===== src/rtl/afe2256_lvds_pkg.sv =====
// Shared word format, sync/test patterns and state type for the AFE2256 LVDS emulator.
// Optional feature macro used by the transmitter: AFE2256_TX_TEST_PATTERN_EN.
package afe2256_lvds_pkg;

    localparam int PIXEL_WIDTH = 12;
    localparam int ALIGN_WIDTH = 12;
    localparam int TOTAL_WIDTH = PIXEL_WIDTH + ALIGN_WIDTH;
    localparam int LINE_PIXELS = 256;

    localparam logic [PIXEL_WIDTH-1:0] SYNC_PATTERN_HIGH = 12'hFFF;
    localparam logic [ALIGN_WIDTH-1:0] SYNC_PATTERN_LOW  = 12'h000;
    localparam logic [PIXEL_WIDTH-1:0] ROW_PATTERN       = 12'hAAA;
    localparam logic [PIXEL_WIDTH-1:0] COL_PATTERN       = 12'h555;
    localparam logic [1:0]             ALIGN_PREFIX      = 2'b10;

    typedef enum logic [1:0] {TX_IDLE, TX_SYNC, TX_DATA, TX_GAP} tx_state_t;

    function automatic logic [ALIGN_WIDTH-1:0] align_vector(input logic sol, input logic eol,
                                                            input logic [7:0] idx);
        return {ALIGN_PREFIX, sol, eol, idx};
    endfunction

endpackage


===== src/rtl/afe2256_lvds_tx_if.sv =====
// Pixel stream handshake into the LVDS transmitter.
interface afe2256_lvds_tx_if;
    import afe2256_lvds_pkg::*;

    logic                   valid;
    logic [PIXEL_WIDTH-1:0] pixel;
    logic                   ready;

    modport master (output valid, output pixel, input ready);
    modport slave  (input valid, input pixel, output ready);
endinterface


===== src/rtl/afe2256_lvds_ser24.sv =====
// 24-bit load-and-shift serializer with free-running bit counter; MSB leaves first.
module afe2256_lvds_ser24
    import afe2256_lvds_pkg::*;
(
    input  logic                   clk,
    input  logic                   rst,
    input  logic                   load,
    input  logic [TOTAL_WIDTH-1:0] word,
    output logic [4:0]             bit_cnt,
    output logic                   word_end,
    output logic                   dout
);

    logic [TOTAL_WIDTH-1:0] shreg_reg;
    logic [TOTAL_WIDTH-1:0] shreg_next;
    logic [4:0]             bit_cnt_reg;

    assign word_end = (bit_cnt_reg == 5'd23);
    assign bit_cnt  = bit_cnt_reg;
    assign dout     = shreg_reg[TOTAL_WIDTH-1];

    // Without a load at the wrap the register refills with zeros (idle line).
    assign shreg_next[0] = word_end & load & word[0];
    genvar gi;
    generate
        for (gi = 1; gi < TOTAL_WIDTH; gi++) begin : g_shift
            assign shreg_next[gi] = word_end ? (load & word[gi]) : shreg_reg[gi-1];
        end
    endgenerate

    always_ff @(posedge clk or posedge rst) begin
        if (rst) begin
            shreg_reg   <= '0;
            bit_cnt_reg <= '0;
        end else begin
            shreg_reg   <= shreg_next;
            bit_cnt_reg <= word_end ? 5'd0 : bit_cnt_reg + 5'd1;
        end
    end

endmodule


===== src/rtl/afe2256_lvds_tx.sv =====
// AFE2256 ROIC LVDS output emulator: frames pixels + align vectors into DDR words.
// Optional AFE2256_TX_TEST_PATTERN_EN adds test_mode (AAA/555 line patterns).
module afe2256_lvds_tx #(
    parameter int LINE_PIXELS = afe2256_lvds_pkg::LINE_PIXELS,
    parameter int NUM_LINES   = 4,
    parameter int SYNC_WORDS  = 4,
    parameter int GAP_WORDS   = 2
) (
    input  logic clk,
    input  logic rst,
    input  logic start,
`ifdef AFE2256_TX_TEST_PATTERN_EN
    input  logic test_mode,
`endif
    afe2256_lvds_tx_if.slave s,
    output logic dclk,
    output logic fclk,
    output logic dout,
    output logic busy,
    output logic line_done,
    output logic frame_done,
    output logic underflow
);
    import afe2256_lvds_pkg::*;

    localparam logic [15:0] LP_LAST    = 16'(LINE_PIXELS - 1);
    localparam logic [15:0] SYNC_LAST  = 16'(SYNC_WORDS - 1);
    localparam logic [15:0] GAP_LAST   = 16'(GAP_WORDS - 1);
    localparam logic [15:0] LINES_LAST = 16'(NUM_LINES - 1);

    tx_state_t              state_reg, state_next;
    logic [15:0]            word_cnt_reg, word_cnt_next;
    logic [15:0]            line_cnt_reg, line_cnt_next;
    logic                   req_reg, busy_reg, dclk_reg, fclk_reg, s_ready_reg;
    logic                   line_done_reg, frame_done_reg, underflow_reg;
    logic                   line_end, last_line, ready_set;
    logic [PIXEL_WIDTH-1:0] pixel_next;
    logic [TOTAL_WIDTH-1:0] word_next;
    logic [4:0]             bit_cnt;
    logic                   word_end;
`ifdef AFE2256_TX_TEST_PATTERN_EN
    logic                   tm_reg;
`endif

    // State and counters describe the word currently on dout; next_* is the following word.
    always_comb begin
        state_next    = state_reg;
        word_cnt_next = word_cnt_reg + 16'd1;
        line_cnt_next = line_cnt_reg;
        line_end      = (state_reg == TX_DATA) && (word_cnt_reg == LP_LAST);
        last_line     = (line_cnt_reg == LINES_LAST);
        case (state_reg)
            TX_IDLE: begin
                word_cnt_next = '0;
                line_cnt_next = '0;
                if (req_reg) state_next = TX_SYNC;
            end
            TX_SYNC: begin
                if (word_cnt_reg == SYNC_LAST) begin
                    state_next    = TX_DATA;
                    word_cnt_next = '0;
                end
            end
            TX_DATA: begin
                if (line_end) begin
                    word_cnt_next = '0;
                    if (GAP_WORDS > 0) begin
                        state_next = TX_GAP;
                    end else if (last_line) begin
                        state_next = TX_IDLE;
                    end else begin
                        line_cnt_next = line_cnt_reg + 16'd1;
                    end
                end
            end
            TX_GAP: begin
                if (word_cnt_reg == GAP_LAST) begin
                    word_cnt_next = '0;
                    if (last_line) begin
                        state_next = TX_IDLE;
                    end else begin
                        state_next    = TX_DATA;
                        line_cnt_next = line_cnt_reg + 16'd1;
                    end
                end
            end
            default: state_next = TX_IDLE;
        endcase

        pixel_next = s.valid ? s.pixel : '0;
        ready_set  = (state_next == TX_DATA);
`ifdef AFE2256_TX_TEST_PATTERN_EN
        if (tm_reg) pixel_next = line_cnt_next[0] ? COL_PATTERN : ROW_PATTERN;
        ready_set = (state_next == TX_DATA) && !test_mode;
`endif

        word_next = '0;
        if (state_next == TX_SYNC) begin
            word_next = {SYNC_PATTERN_HIGH, SYNC_PATTERN_LOW};
        end else if (state_next == TX_DATA) begin
            word_next = {pixel_next, align_vector(word_cnt_next == 16'd0,
                                                  word_cnt_next == LP_LAST,
                                                  word_cnt_next[7:0])};
        end
    end

    always_ff @(posedge clk or posedge rst) begin
        if (rst) begin
            state_reg      <= TX_IDLE;
            word_cnt_reg   <= '0;
            line_cnt_reg   <= '0;
            req_reg        <= 1'b0;
            busy_reg       <= 1'b0;
            dclk_reg       <= 1'b0;
            fclk_reg       <= 1'b0;
            s_ready_reg    <= 1'b0;
            line_done_reg  <= 1'b0;
            frame_done_reg <= 1'b0;
            underflow_reg  <= 1'b0;
`ifdef AFE2256_TX_TEST_PATTERN_EN
            tm_reg         <= 1'b0;
`endif
        end else begin
            dclk_reg       <= ~dclk_reg;
            line_done_reg  <= 1'b0;
            frame_done_reg <= 1'b0;
            underflow_reg  <= 1'b0;
            if (start && !busy_reg) begin
                req_reg  <= 1'b1;
                busy_reg <= 1'b1;
            end
            if (frame_done_reg) busy_reg <= 1'b0;
            // Decide one bit early so s_ready is a register valid exactly on bit 23.
            if (bit_cnt == 5'd22) begin
                s_ready_reg <= ready_set;
`ifdef AFE2256_TX_TEST_PATTERN_EN
                tm_reg      <= test_mode;
`endif
            end
            if (bit_cnt == 5'd11) fclk_reg <= 1'b0;
            if (word_end) begin
                state_reg      <= state_next;
                word_cnt_reg   <= word_cnt_next;
                line_cnt_reg   <= line_cnt_next;
                s_ready_reg    <= 1'b0;
                fclk_reg       <= (state_next != TX_IDLE);
                line_done_reg  <= line_end;
                frame_done_reg <= (state_reg != TX_IDLE) && (state_next == TX_IDLE);
                underflow_reg  <= s_ready_reg && !s.valid;
                if (state_reg == TX_IDLE) req_reg <= 1'b0;
            end
        end
    end

    afe2256_lvds_ser24 u_ser (
        .clk      (clk),
        .rst      (rst),
        .load     (state_next != TX_IDLE),
        .word     (word_next),
        .bit_cnt  (bit_cnt),
        .word_end (word_end),
        .dout     (dout)
    );

    assign s.ready    = s_ready_reg;
    assign dclk       = dclk_reg;
    assign fclk       = fclk_reg;
    assign busy       = busy_reg;
    assign line_done  = line_done_reg;
    assign frame_done = frame_done_reg;
    assign underflow  = underflow_reg;

endmodule

===== src/flat_wrapper.sv =====
// flat-port wrapper written by rule: the top's interface ports become plain ports
module afe2256_lvds_tx_flat import afe2256_lvds_pkg::*;
#(
    parameter int LINE_PIXELS = afe2256_lvds_pkg::LINE_PIXELS,
    parameter int NUM_LINES   = 4,
    parameter int SYNC_WORDS  = 4,
    parameter int GAP_WORDS   = 2
)
  (clk, rst, start, dclk, fclk, dout, busy, line_done, frame_done, underflow, s_valid, s_pixel, s_ready);
  afe2256_lvds_tx_if s_i ();
  input  logic clk;
  input  logic rst;
  input  logic start;
  output logic dclk;
  output logic fclk;
  output logic dout;
  output logic busy;
  output logic line_done;
  output logic frame_done;
  output logic underflow;
  input wire logic [$bits(s_i.valid)-1:0] s_valid;
  input wire logic [$bits(s_i.pixel)-1:0] s_pixel;
  output wire logic [$bits(s_i.ready)-1:0] s_ready;
  assign s_i.valid = s_valid;
  assign s_i.pixel = s_pixel;
  assign s_ready = s_i.ready;
  afe2256_lvds_tx #(.LINE_PIXELS(LINE_PIXELS), .NUM_LINES(NUM_LINES), .SYNC_WORDS(SYNC_WORDS), .GAP_WORDS(GAP_WORDS)) u_core (.clk(clk), .rst(rst), .start(start), .s(s_i), .dclk(dclk), .fclk(fclk), .dout(dout), .busy(busy), .line_done(line_done), .frame_done(frame_done), .underflow(underflow));
endmodule

===== config.mk =====
export PLATFORM = sky130hd
export DESIGN_NAME = afe2256_lvds_tx_flat
export DESIGN_NICKNAME = d
export VERILOG_FILES = /design/src/rtl/afe2256_lvds_pkg.sv /design/src/rtl/afe2256_lvds_tx_if.sv /design/src/rtl/afe2256_lvds_ser24.sv /design/src/rtl/afe2256_lvds_tx.sv /design/src/flat_wrapper.sv
export SDC_FILE = /design/constraint.sdc
export NUM_CORES = 1
export LEC_CHECK = 0
export ABC_AREA = 1
export CAP_MARGIN = 20
export CORE_MARGIN = 3
export CORE_UTILIZATION = 34
export DETAILED_ROUTE_END_ITERATION = 12
export SLEW_MARGIN = 15
export SYNTH_ARGS = -nofsm -noshare
export SYNTH_HDL_FRONTEND = slang
export SYNTH_SLANG_ARGS = --single-unit

===== constraint.sdc =====
create_clock -name clk -period 5.5 [get_ports clk]
set_clock_uncertainty 0.1 [all_clocks]
set_input_delay 0.55 -clock clk [delete_from_list [all_inputs] [get_ports clk]]
set_output_delay 0.55 -clock clk [all_outputs]
set_load 0.02 [all_outputs]

After elaboration in Yosys (flattened, before gate mapping)
Cells that the tools add are included.
- add/sub/neg operators: 3
- equality and inequality tests: 15
- muxes and demuxes: 52
- bitwise operators: 26
- reduce and logical (&&, ||, !) cells: 16
- operators with widths (operator ; number):
    $mux W16 ; 5
    $pmux W16 S4 ; 1
    $mux W24 ; 2
    $mux W1 ; 35
    $add A16 B1 Y16 const B ; 2
    $eq A16 B2 Y1 const B ; 2
    $eq A16 B8 Y1 const B ; 2
    $pmux W16 S2 ; 1
    $and A1 B1 Y1 ; 25
    $eq A16 B1 Y1 const B ; 1
    $logic_not A16 Y1 ; 1
    $mux W12 ; 1
    $reduce_bool A2 Y1 ; 6
    $eq A5 B5 Y1 const B ; 2
    $mux W2 ; 5
    $pmux W2 S4 ; 1
    $eq A2 B2 Y1 const B ; 3
    $add A5 B1 Y5 const B ; 1
    $eq A5 B4 Y1 const B ; 1
    $mux W5 ; 1
    $eq A2 B1 Y1 const B ; 2
    $logic_and A1 B1 Y1 ; 4
    $logic_not A2 Y1 ; 2
    $reduce_and A4 Y1 ; 1
    4 further kinds ; 5
- bits in registers: 71
- output and inout bits: 8

Longest topological paths before layout
Gate-level depths: netlist (run 1).
- depth after elaboration: 9
- gate-level depth with buffers: 13
- mapped depth without buffers: 13

Cells and area by module
Synthesis (run 1) repeated with hierarchy kept, for this count alone.
- cell total of the unflattened synthesis: 600
- area, all modules: 4227.8 sq um
- modules (own cells, without submodules) (module ; times used ; cells each ; area an instance (sq um) ; sequential area each (sq um)):
    afe2256_lvds_tx ; 1 ; 431 ; 2929.1 ; 1051.0
    afe2256_lvds_ser24 ; 1 ; 169 ; 1298.7 ; 725.7

Worst setup path before layout (run 1)
OpenSTA, ideal clock, no wires.
- path kind: reg-to-reg
- start: register u_core.state_reg[1]
- end: register u_core.u_ser.shreg_reg[20]
- library setup time: 0.074 ns
- data arrival time: 1.719 ns
- required time: 5.326 ns
- path slack: 3.607 ns
- cell stages (with the launch flop): 10
- path buffers: 2
- cells stage by stage: dfrtp_1 -> inv_1 -> ha_1 -> clkbuf_1 -> nor2_1 -> nand3_1 -> nand2_2 -> buf_4 -> nand4_2 -> a21oi_4
- word-level cells in the longest chain between the ends: 9
- elaborated cells on any way between the ends: 17
- RTL lines (element ; line ; text):
    start, declared ; afe2256_lvds_tx.sv:31 ; tx_state_t state_reg, state_next;
    start signal, assigned ; afe2256_lvds_tx.sv:142 ; state_reg <= state_next;
    $eq A2 B2 Y1 ; afe2256_lvds_tx.sv:50, afe2256_lvds_tx.sv:52 ;
    $logic_and A1 B1 Y1 ; afe2256_lvds_tx.sv:50 ; line_end = (state_reg == TX_DATA) && (word_cnt_reg == LP_LAST);
    $mux W2 ; afe2256_lvds_tx.sv:65 ; if (line_end) begin
    $pmux W2 S4 * ; afe2256_lvds_tx.sv:52 ; case (state_reg)
    $eq A2 B2 Y1 ; afe2256_lvds_tx.sv:100 ; end else if (state_next == TX_DATA) begin
    $mux W24 ; afe2256_lvds_tx.sv:100 ;
    $mux W24 ; afe2256_lvds_tx.sv:98 ; if (state_next == TX_SYNC) begin
    $and A1 B1 Y1 * ; afe2256_lvds_ser24.sv:27 ; assign shreg_next[gi] = word_end ? (load & word[gi]) : shreg_reg[gi-1];
    $mux W1 * ; afe2256_lvds_ser24.sv:27 ;
    via u_core.u_ser.shreg_next[20] ; afe2256_lvds_ser24.sv:15 ; logic [TOTAL_WIDTH-1:0] shreg_next;
    end signal, assigned ; afe2256_lvds_ser24.sv:36 ; shreg_reg <= shreg_next;
    end, declared ; afe2256_lvds_ser24.sv:14 ; logic [TOTAL_WIDTH-1:0] shreg_reg;
The timed path passes the listed nets; every way through them passes the cells marked *.
A chain may end at the register's enable or synchronous reset.

Worst setup path in the final report (run 1)
- start: register u_core.u_ser.bit_cnt_reg[0], in the netlist u_core.u_ser.bit_cnt[0]
- end: register u_core.line_cnt_reg[12]
- word-level cells in the longest chain between the ends: 2
- RTL lines (element ; line ; text):
    start, declared ; afe2256_lvds_ser24.sv:16 ; logic [4:0] bit_cnt_reg;
    start signal, assigned ; afe2256_lvds_ser24.sv:37 ; bit_cnt_reg <= word_end ? 5'd0 : bit_cnt_reg + 5'd1;
    $eq A5 B5 Y1 ; afe2256_lvds_ser24.sv:18 ; assign word_end = (bit_cnt_reg == 5'd23);
    $reduce_and A4 Y1 (no source line) ; -- ;
    end signal, assigned ; afe2256_lvds_tx.sv:144 ; line_cnt_reg <= line_cnt_next;
    end, declared ; afe2256_lvds_tx.sv:33 ; logic [15:0] line_cnt_reg, line_cnt_next;
Every way passes these cells.

==> results, run 1 <==
- In this run the worst path has a maximum fanout of 38.
- The number of gates given a new drive strength after cts is 0.
- After detailed routing, the total wire length is 9580 µm.
- Setup total negative slack on the finished layout was measured at 0 ps.
- STA puts the critical path data required time at 5640 ps.
- Summing all multi-input logic gate instances after layout gives 2100 µm².
- Entering global routing, the biggest net connects 72 pins.
- The clock-pin slew of the registers on the worst-case setup and hold paths is 60 ps.
- The maximum root-to-sink buffer count is 2.
- TritonCTS built the clock tree.
- In the final routed layout, each cell accounts on average for 12.7 µm.
- The first global-routing pass estimated 16,600 µm of wire.
- The insertion delay to the later sink of the worst-skew pair is 330 ps.
- The type of the setup path with the least slack is reg2reg.
- For this run, the top clock speed supported by timing is 352 MHz.
- The flip-flop count of the largest register after layout is 24.
- The detailed-route DRC error count is 0.
- The fraction of the yosys area taken by sequential cells is 0.416.
- In the global route stage, overall resource usage came out at 0.144.
- The CTS sink count is just over 70.
- The final core utilization is 0.404.
- Setup repair after global routing left no endpoint under its margin.
- Setup violations remaining at the end of the flow were counted as 0.
- The DRC marker count from the first detailed-route iteration is 180.
- The count of mapped cells out of synthesis is 564.
- The net count of the mapped netlist is 590.
- The number of buffers created by CTS is 9.
- The final-report max-slew violation count is 0.
- The share of the clock period used by the worst path after layout is 0.517.
- The data arrival time of the critical path is between 2000 and 3000 ps.
- The via count of the first global-routing pass is between 3,000 and 4,000.
- For this run, the number of Yosys warnings is 0.
- Buffers placed on the I/O ports in this run total 23.
- Summing over every cut layer, the via total after detailed routing is 3,649.
- The kind of start point of the critical path is a register.
- Summing every instance area after synthesis gives around 4300 µm².
- Traced cell by cell, the critical path runs through ha_1 -> nand2_1 -> nor3_2 -> buf_4 -> inv_1 -> buf_4 -> nor3_4 -> nand3b_1 -> o21ai_0.
- Synthesis inferred 71 register bits.
- Of the cells placed in the final design, the portion with a size suffix greater than 1 is 0.0969.
- The max-capacitance violation count is 0.
- The weighted congestion at the end of routability-driven global placement is a little under 0.9.
- The die span in y is 118 µm.
- The flow ran to the end, and the final reports show no timing, DRC or antenna violations.
- The type of element capturing the critical path is a register.
- The time the final worst path needs with I/O delays and setup is 2840 ps.
- The I/O pin count is 24.
- The primary flip-flop cell chosen by synthesis mapping is dfrtp_1.
- For this run, the slowest stage of the critical path takes 780 ps.
- The number of fillers in the final layout is 1,234.
- The sequential cell area is around 1800 µm².
- The floorplan step set the die width to 118 µm.
- The starting density of the core is 0.351.
- The synthesized design contains 0 enable-type register cells.
- VDD sags by at most 0.000173 V.
- The master cell of the clock root buffer is clkbuf_16.
- The number of standard-cell rows in the floorplan is 40.
- The die covers 13,900 µm².
- Once placement completed, the tool counted placed cells totaling 740.
- The net count reported at finish is 609.
- Measured against its own limit, the worst slew margin works out to 0.381.
- Synthesis instantiated 39 different standard cells from the library.
- Dividing the detail-routed via count by the number of cells gives 4.83.
- The area of the placeable core is 12,200 µm².
- The antenna violation net count after detailed routing is 0.
- Global routing finished with a remaining overflow of 0.
- The initial antenna violation count is 0.
- The cell that appears most often on the critical path is buf_4.
- The detailed-routing iteration count for the pre-antenna-repair pass is 5.
- After clock tree synthesis, the setup repair step added 0 buffers.
- The transition at the pin with the smallest max-transition slack is 926 ps.
- Averaged over all synthesized cells, the footprint is approximately 7.6 µm².
- The hold-fix buffer count after cts is 0.
- The total chip power is 1230 µW.
- The number of antenna diodes in the final layout is 0.
- The post-DP HPWL is 7050 µm.
- The H-tree depth is 3.
- The power per unit of standard cell area is about 250 nW/µm².
- Summed over all cells, the static leakage comes to 0.00227 µW.
- The area growth from synthesis to layout is 15.2%.
- The async set-reset flop share out of synthesis is 1.00.
- The hold violation count in the final report was 0.
- The worst hold path belongs to the class reg2reg.
- The critical-path cell with the highest stage delay is nor3_4.
- The number of standard cells in the layout, taps in and fillers out is 756.
## worst paths after layout
| check | start | to | slack, ps | depth (start not counted) |
|---|---|---|---|---|
| max | u_core.u_ser.bit_cnt[0]$_DFF_PP0_ | u_core.line_cnt_reg[12]$_DFFE_PP0P_ | 2660 | 9 |
| min | u_core.frame_done$_DFF_PP0_ | u_core.busy$_DFFE_PP0P_ | 320 | 1 |
| max reg2reg | u_core.u_ser.bit_cnt[0]$_DFF_PP0_ | u_core.line_cnt_reg[12]$_DFFE_PP0P_ | 2660 | 9 |
| min reg2reg | u_core.frame_done$_DFF_PP0_ | u_core.busy$_DFFE_PP0P_ | 320 | 1 |
| max in group asynchronous | rst | u_core.word_cnt_reg[13]$_DFFE_PP0N_ | 4010 | 3 |
| min in group asynchronous | rst | u_core.u_ser.bit_cnt[1]$_DFF_PP0_ | 700 | 3 |
## cell usage after synthesis (2+ instances only)
library cell / number / area share
inv_1: 76 / 0.067
nand3_1: 43 / 0.050
clkbuf_1: 11 / 0.0097
o21ai_0: 47 / 0.055
a21oi_2: 9 / 0.018
clkinv_1: 2 / 0.0018
buf_4: 2 / 0.0035
nand2_4: 2 / 0.0053
o211ai_1: 4 / 0.0070
o21ai_2: 5 / 0.010
nor2_2: 2 / 0.0029
nor3_1: 12 / 0.014
a21oi_1: 9 / 0.011
buf_6: 2 / 0.0053
nand2_2: 6 / 0.0088
nor2_1: 63 / 0.055
xor2_1: 6 / 0.012
nor4_1: 4 / 0.0059
dfrtp_1: 71 / 0.42
o31ai_1: 2 / 0.0035
ha_1: 10 / 0.029
nor2_4: 3 / 0.0079
nand2_1: 117 / 0.10
nand4_1: 32 / 0.047
buf_2: 4 / 0.0047
o21bai_1: 2 / 0.0035
nand3b_1: 5 / 0.0088
inv_2: 2 / 0.0018
## worst max-delay path, delay by kind of cell, from the launching register on
family | cells | cell delay (ps)
AO/OA/AOI/OAI | 1 | 130
AND/OR/NAND/NOR | 4 | 1130
adder cells (fa/ha/maj) | 1 | 200
flip-flops | 1 | 380
buffers and inverters | 3 | 790
## per-stage QoR
| stage | instance area, µm² | worst slack [ps] | hold WS (ps) |
|---|---|---|---|
| global placement | 4640 | 2740 | 304 |
| finish | 4920 | 2660 | 316 |
| global route | 4920 | 2330 | 334 |
| floorplan | 4270 | 3050 | 325 |
| detailed placement | 4640 | 2670 | 310 |
| CTS | 4920 | 2650 | 318 |
## logic make-up after synthesis
kind of cell | Yosys count | share of synthesized area
simple gates | 295 | 0.330
buf+inv | 99 | 0.0935
compound gates | 83 | 0.119
flops | 71 | 0.416
fa+ha+maj | 10 | 0.0293
xor+xnor | 6 | 0.0123
## area by class of cell
cell class | instances | area share
clock buffers | 10 | 0.0466
clock inverters | 6 | 0.00916
inverters | 80 | 0.0611
multi-input cells | 394 | 0.426
flip-flops and latches | 71 | 0.361
well taps | 168 | 0.0427
repair buffers | 27 | 0.0529
## cell usage in the layout (no fill, tap or decap), types with 6 or more instances in the layout
cell and instances:
nand2_2 6, a21oi_1 9, nand4_1 32, xor2_1 6, nand3_1 43, ha_1 10
inv_1 75, clkbuf_16 9, clkdlybuf4s50_1 23, nor2_1 63, dfrtp_1 71, nand2_1 117
o21ai_0 46, nor3_1 11, a21oi_2 9
## layer usage
layer / vias to the layer above / track usage / wire length (µm)
met5: - / 0 / 0
met4: 0 / 0.0454 / 75
met3: 5 / 0.0341 / 361
met2: 55 / 0.239 / 4630
met1: 1694 / 0.188 / 4520
li1: 1895 / - / -
## report_power, final
group          internal (µW)  switching [µW]
Clock                    307             226
Sequential               540            8.04
Combinational           48.4            96.6
Note: power is estimated with default switching activity, not from simulation.
==> run 2, diff against run 1 <==
clock period = 2.9 ns   (was 5.5 ns; I/O delays follow)
==> results, run 2 (synthesized netlist as in run 1, its figures left out) <==
- The residual overflow from global routing was 0 (unchanged).
- The worst slew margin relative to its limit was 0.518 (+0.138).
- The die span in y is 118 µm (unchanged).
- The weighted congestion at the end of routability-driven global placement was 0.904 (+3.9%).
- The via count normalized by instance count is 4.96 (+2.7%).
- The I/O pin count is 24 (unchanged).
- The initial antenna violation count is 0 (unchanged).
- The detailed-route DRC error count came to 0 (unchanged).
- The number of diodes is 0 (unchanged).
- The cell area reported after detailed placement is 4670 µm² (+0.59%).
- The commonest non-fill, non-tap cell in the layout is nand2_1.
- The share of the clock period used by the worst path after layout was 0.842 (+0.325).
- The placed cell count is 742 (+0.27%).
- The DRC marker count from the first detailed-route iteration is 203 (+13%).
- The average wire per cell in the routed design came to 13.1 µm (+3.2%).
- The slowest stage of the critical path is the dfrtp_1 cell.
- The starting density of the core was 0.351 (unchanged).
- Setup repair after global routing left no endpoint under its margin.
- The hold violation count in the final report is 0 (unchanged).
- The run finished with clean final reports.
- The time the final worst path needs with I/O delays and setup is 2440 ps (-403 ps).
- The number of gates given a new drive strength after cts is 0 (unchanged).
- The sequential fraction of design power is 0.424 (-0.023).
- The required time at the endpoint of the critical path is 3070 ps (-2570 ps).
- The critical path goes through ha_1 -> nand2_2 -> nor2_4 -> nand2_2 -> o21ai_1 -> nand3_1 -> o211ai_1 -> nand2_1 -> nor2_1 -> nand3_1 -> nand2_1.
- The proportion of power drawn by combinational gates is 0.113 (-0.005).
- The clock-pin slew of the registers on the worst-case setup and hold paths is 60 ps (about the same).
- The destination of the worst register-to-register timing path is u_core.u_ser.shreg_reg[9]$_DFF_PP0_.
- The area growth from synthesis to layout is 16.7%.
- The net count reported at finish is 611 (+0.33%).
- The maximum vdd ir drop is 0.000320 V (+85%).
- The internal cell power is 1800 µW (+100%).
- The insertion delay to the later sink of the worst-skew pair is 340 ps (about the same).
- The biggest cell delay along the critical path was 430 ps (-350 ps).
- The total wire length is 9910 µm (+3.5%).
- The cell area after layout is 4980 µm² (+1.2%).
- The maximum root-to-sink buffer count came to 2 (unchanged).
- The top cell types in the final layout, fill and taps aside, are nand2_1 (117), inv_1 (75), dfrtp_1 (71).
- The startpoint identified for the worst register-to-register timing path is u_core.word_cnt_reg[0]$_DFFE_PP0N_.
- The largest driver fanout on the critical path was 11 (-71%).
- The total number of vias is 3,759 (+3.0%).
- The master cell of the clock root buffer is clkbuf_16.
- The number of standard cells in the layout, taps in and fillers out is 758 (+0.26%).
- The net switching power is 654 µW (+97%).
- The H-tree depth came to 3 (unchanged).
- The clock share of power is 0.463 (+0.028).
- The number of buffers created by CTS is 9 (unchanged).
- The length in cells of the worst reg-to-reg path is 11 (+2).
- The wire length of the first global-routing pass came to 17,500 µm (+5.3%).
- The peak clock frequency supported by timing is 410 MHz (+16%).
- The CTS sink count is 71 (unchanged).
- The transition at the pin with the smallest max-transition slack is 716 ps (-211 ps).
- The antenna violation net count after detailed routing came to 0 (unchanged).
- The number of post-CTS setup repair buffers came to 0 (unchanged).
- The total chip power is 2450 µW (+100%).
- The flip-flop count of the largest register after layout is 24 (unchanged).
- The fraction of layout instances using a drive strength above 1 is 0.102 (+0.00476).
- The die area is 13,900 µm² (unchanged).
- The final core utilization is 0.409 (+0.00494).
- The via count of the first global-routing pass is 3,749 (+6.6%).
- The pin count of the biggest net entering global routing is 72 (unchanged).
- The power per unit of standard cell area was 492 nW/µm² (+97%).
- The max-capacitance violation count is 0 (unchanged).
- The type of element capturing the critical path is a register.
- The leakage power of the design was 0.00231 µW (+1.9%).
- The x dimension of the die came to 118 µm (unchanged).
- The post-DP HPWL was 7150 µm (+1.5%).
- The final-report max-slew violation count is 0 (unchanged).
- The final number of setup-violating endpoints is 0 (unchanged).
- The detailed-routing iteration count for the pre-antenna-repair pass is 6 (+1).
- The number of standard-cell rows in the floorplan is 40 (unchanged).
- The overall fraction of global-route tracks in use is 0.151 (+0.00666).
- The reg2reg setup slack came to 460 ps (-2200 ps).
- The type of the setup path with the least slack is reg2reg.
- The hold-fix buffer count after cts came to 0 (unchanged).
- The area of the placeable core was 12,200 µm² (unchanged).
- The total negative slack for setup checks is 0 ps (unchanged).
- The number of I/O port buffers is 23 (unchanged).
- The worst hold path class is in2async.
- TritonCTS built the clock tree.
- The data arrival time of the critical path is 2610 ps (-370 ps).
- The net switching fraction of the power was 0.267 (-0.00320).
- The kind of start point of the critical path is a register.
run 2: critical path: cells and delay by family (launching register included):
kind	cells	cell delay [ps]
simple gates	8	1210
flops	1	430
compound gates	2	390
fa+ha+maj	1	250
run 2: worst max-delay path by stage:
stage               slack [ps]                                from                                    to
floorplan                  710                                 rst               u_core.busy$_DFFE_PP0P_
global placement           540     u_core.state_reg[1]$_DFFE_PP0N_  u_core.u_ser.shreg_reg[23]$_DFF_PP0_
detailed placement         450     u_core.state_reg[1]$_DFFE_PP0N_  u_core.u_ser.shreg_reg[23]$_DFF_PP0_
CTS                        460     u_core.state_reg[1]$_DFFE_PP0N_  u_core.u_ser.shreg_reg[23]$_DFF_PP0_
global route               240  u_core.word_cnt_reg[1]$_DFFE_PP0N_   u_core.u_ser.shreg_reg[9]$_DFF_PP0_
finish                     460  u_core.word_cnt_reg[0]$_DFFE_PP0N_   u_core.u_ser.shreg_reg[9]$_DFF_PP0_
run 2: cell type report:
cell class | count | area [µm²]
Multi-Input combinational cell | 394 | 2100
Timing Repair Buffer | 29 | 288
Clock buffer | 9 | 225
Sequential cell | 71 | 1780
Clock inverter | 7 | 81.3
Inverter | 80 | 300
Tap cell | 168 | 210
Fill cell | 1241 | 7180
run 2: metal layers:
layer	GRT usage	wire length, µm	vias up
li1	-	-	1890
met1	0.208	4930	1758
met2	0.234	4400	93
met3	0.0322	403	18
met4	0.0571	182	0
met5	0	0	-
run 2: stage by stage:
step	setup WS (ps)	hold WS, ps
6_report	459	252
5_1_grt	236	266
4_1_cts	462	267
3_5_place_dp	454	307
3_3_place_gp	543	305
2_1_floorplan	713	315
run 2: power groups by stage:
stage,Sequential [µW],Combinational (µW),Clock (µW)
finish,1040,277,1130
global route,1040,309,1210
CTS,1040,279,1160
detailed placement,1060,278,0
global placement,1060,274,0
floorplan,1060,192,0
==> run 3, diff against run 2 <==
clock period = 2.1 ns   (was 2.9 ns; I/O delays follow)
==> results, run 3 (synthesized netlist as in run 1, its figures left out) <==
- The flow ran to the end, and the final reports show no timing, DRC or antenna violations.
- The maximum vdd ir drop is 0.000525 V (+64%).
- The worst slew margin relative to its limit is 0.658 (+0.139).
- The flip-flop count of the largest register after layout came to 24 (unchanged).
- The net count reported at finish is 638 (+4.4%).
- The weighted congestion at the end of routability-driven global placement is 0.971 (+7.4%).
- The type of the setup path with the least slack is reg2reg.
- The destination of the worst register-to-register timing path is u_core.u_ser.shreg_reg[22]$_DFF_PP0_.
- The overall fraction of global-route tracks in use was 0.155 (+0.00356).
- The hold-fix buffer count after cts was 0 (unchanged).
- The length in cells of the worst reg-to-reg path is 12 (+1).
- The number of diodes is 0 (unchanged).
- The via count normalized by instance count was 4.89 (-1.4%).
- The detailed-routing iteration count for the pre-antenna-repair pass is 5 (-1).
- The total number of vias is 3,835 (+2.0%).
- The tightest min-delay check is of the in2async type.
- The CTS sink count was 71 (unchanged).
- The pin count of the biggest net entering global routing is 38 (-47%).
- The x dimension of the die is 118 µm (unchanged).
- The commonest non-fill, non-tap cell in the layout is nand2_1.
- Clock tree synthesis selected as its root buffer the cell clkbuf_16.
- The number of I/O port buffers was 23 (unchanged).
- The number of standard-cell rows in the floorplan is 40 (unchanged).
- The insertion delay to the later sink of the worst-skew pair is 340 ps (about the same).
- The worst slack after detailed placement is -81.3 ps (-536 ps).
- The cell area reported after detailed placement is 4890 µm² (+4.7%).
- The reg2reg setup slack was 70 ps (-390 ps).
- The transition at the pin with the smallest max-transition slack was 507 ps (-209 ps).
- The total negative slack for setup checks is 0 ps (unchanged).
- The most critical setup path has its endpoint at u_core.u_ser.shreg_reg[22]$_DFF_PP0_.
- The largest driver fanout on the critical path is 12 (+1).
- The DRC marker count from the first detailed-route iteration is 142 (-30%).
- The area of the placeable core came to 12,200 µm² (unchanged).
- The antenna violation net count after detailed routing came to 0 (unchanged).
- The number of buffers created by CTS is 9 (unchanged).
- The most critical setup path has its startpoint at u_core.word_cnt_reg[0]$_DFFE_PP0N_.
- The type of element capturing the critical path is a register.
- The kind of start point of the critical path is a register.
- The H-tree depth is 3 (unchanged).
- The I/O pin count is 24 (unchanged).
- The cell area after layout is 5290 µm² (+6.2%).
- The max-capacitance violation count is 0 (unchanged).
- The fraction of layout instances using a drive strength above 1 is 0.167 (+0.0655).
- The peak clock frequency supported by timing is 493 MHz (+20%).
- The hold violation count in the final report is 0 (unchanged).
- The post-DP HPWL was 7550 µm (+5.5%).
- The via count of the first global-routing pass is 3,719 (-0.80%).
- The footprint of the multi-input gates is 2170 µm² (+3.5%).
- The time the final worst path needs with I/O delays and setup came to 2030 ps (-414 ps).
- The share of the clock period used by the worst path after layout was 0.965 (+0.123).
- The area growth from synthesis to layout is 23.9%.
- Leaving out fill and tap cells, the most frequent cells in the layout are nand2_1 (115), inv_1 (75), dfrtp_1 (68).
- The data arrival time of the critical path is 2180 ps (-430 ps).
- The starting density of the core was 0.351 (unchanged).
- The number of fillers in the final layout was 1,204 (-3.0%).
- The die span in y was 118 µm (unchanged).
- The power per unit of standard cell area was 642 nW/µm² (+31%).
- The average wire per cell in the routed design came to 13.2 µm (+0.89%).
- The total wire length is 10,300 µm (+4.3%).
- The final number of setup-violating endpoints is 0 (unchanged).
- The leakage power of the design was 0.00245 µW (+5.9%).
- The clock-pin slew of the registers on the worst-case setup and hold paths was 60 ps (about the same).
- The post-route worst hold slack came to 146 ps (-106 ps).
- TritonCTS built the clock tree.
- The initial antenna violation count came to 0 (unchanged).
- The wire length of the first global-routing pass was 17,800 µm (+1.7%).
- The detailed-route DRC error count is 0 (unchanged).
- The startpoint identified for the worst register-to-register timing path is u_core.word_cnt_reg[0]$_DFFE_PP0N_.
- The worst setup margin came to 73.4 ps (-386 ps).
- The sequential cell area is 1780 µm² (+0.21%).
- The maximum root-to-sink buffer count was 2 (unchanged).
- The required time at the endpoint of the critical path came to 2260 ps (-810 ps).
- The final-report max-slew violation count is 0 (unchanged).
- The residual overflow from global routing is 0 (unchanged).
- The die area came to 13,900 µm² (unchanged).
==> run 3: routing by layer <==
layer / vias to the layer above / part of all wire / track usage
met5: - / 0 / 0
met4: 0 / 0.015 / 0.0520
met3: 17 / 0.052 / 0.0332
met2: 99 / 0.45 / 0.244
met1: 1774 / 0.48 / 0.211
li1: 1945 / - / -
==> run 3: metrics by stage <==
step,util,std cells,total power [µW]
2_1_floorplan,-,564,1730
3_3_place_gp,0.402,764,1880
3_5_place_dp,0.402,764,1890
4_1_cts,0.427,780,3410
5_1_grt,0.435,784,3540
6_report,0.435,784,3390
==> run 3: cell type report <==
type                       count  area share
multi-input combinational    395       0.410
tap                          168      0.0398
inverter                      80      0.0578
sequential                    71       0.337
clock inverter                 6      0.0118
clock buffer                   9      0.0426
timing repair buffer          55       0.101
==> run 3: critical path, stage by stage (launching register included) <==
cell and delay, ps:
dfrtp_2 420, ha_4 170, nand2_2 100, nor2_4 120, nand2_2 90, inv_2 90, nand3_2 90, o21ai_2 140
nand2_2 130, nand2_4 120, o21ai_2 80, buf_12 160, a21oi_2 140
==> run 3: how the worst min path moves through the flow <==
stage / from / to / slack, ps / depth (start not counted)
3_3_place_gp: u_core.dclk$_DFF_PP0_ / u_core.dclk$_DFF_PP0_ / 310 / 1
5_1_grt: rst / u_core.dclk$_DFF_PP0_ / 180 / 2
4_1_cts: rst / u_core.dclk$_DFF_PP0_ / 160 / 2
6_report: rst / u_core.dclk$_DFF_PP0_ / 150 / 2
2_1_floorplan: start / u_core.busy$_DFFE_PP0P_ / 230 / 2
3_5_place_dp: u_core.dclk$_DFF_PP0_ / u_core.dclk$_DFF_PP0_ / 310 / 1
==> run 3: report_power, final <==
part / total (µW) / switching, µW / leakage (µW) / internal, µW
clock network: 1500 / 594 / 0.000133 / 908
registers: 1440 / 21.7 / 0.000955 / 1410
logic: 457 / 275 / 0.00136 / 182
==> run 3: repair_timing <==
action / 4_1_cts / 5_1_grt
setup buffers: 1 / 3
cloned: 0 / 1
setup endpoints to repair: 14 / 30
pin swaps: 0 / 3
gates resized for setup: 4 / 18
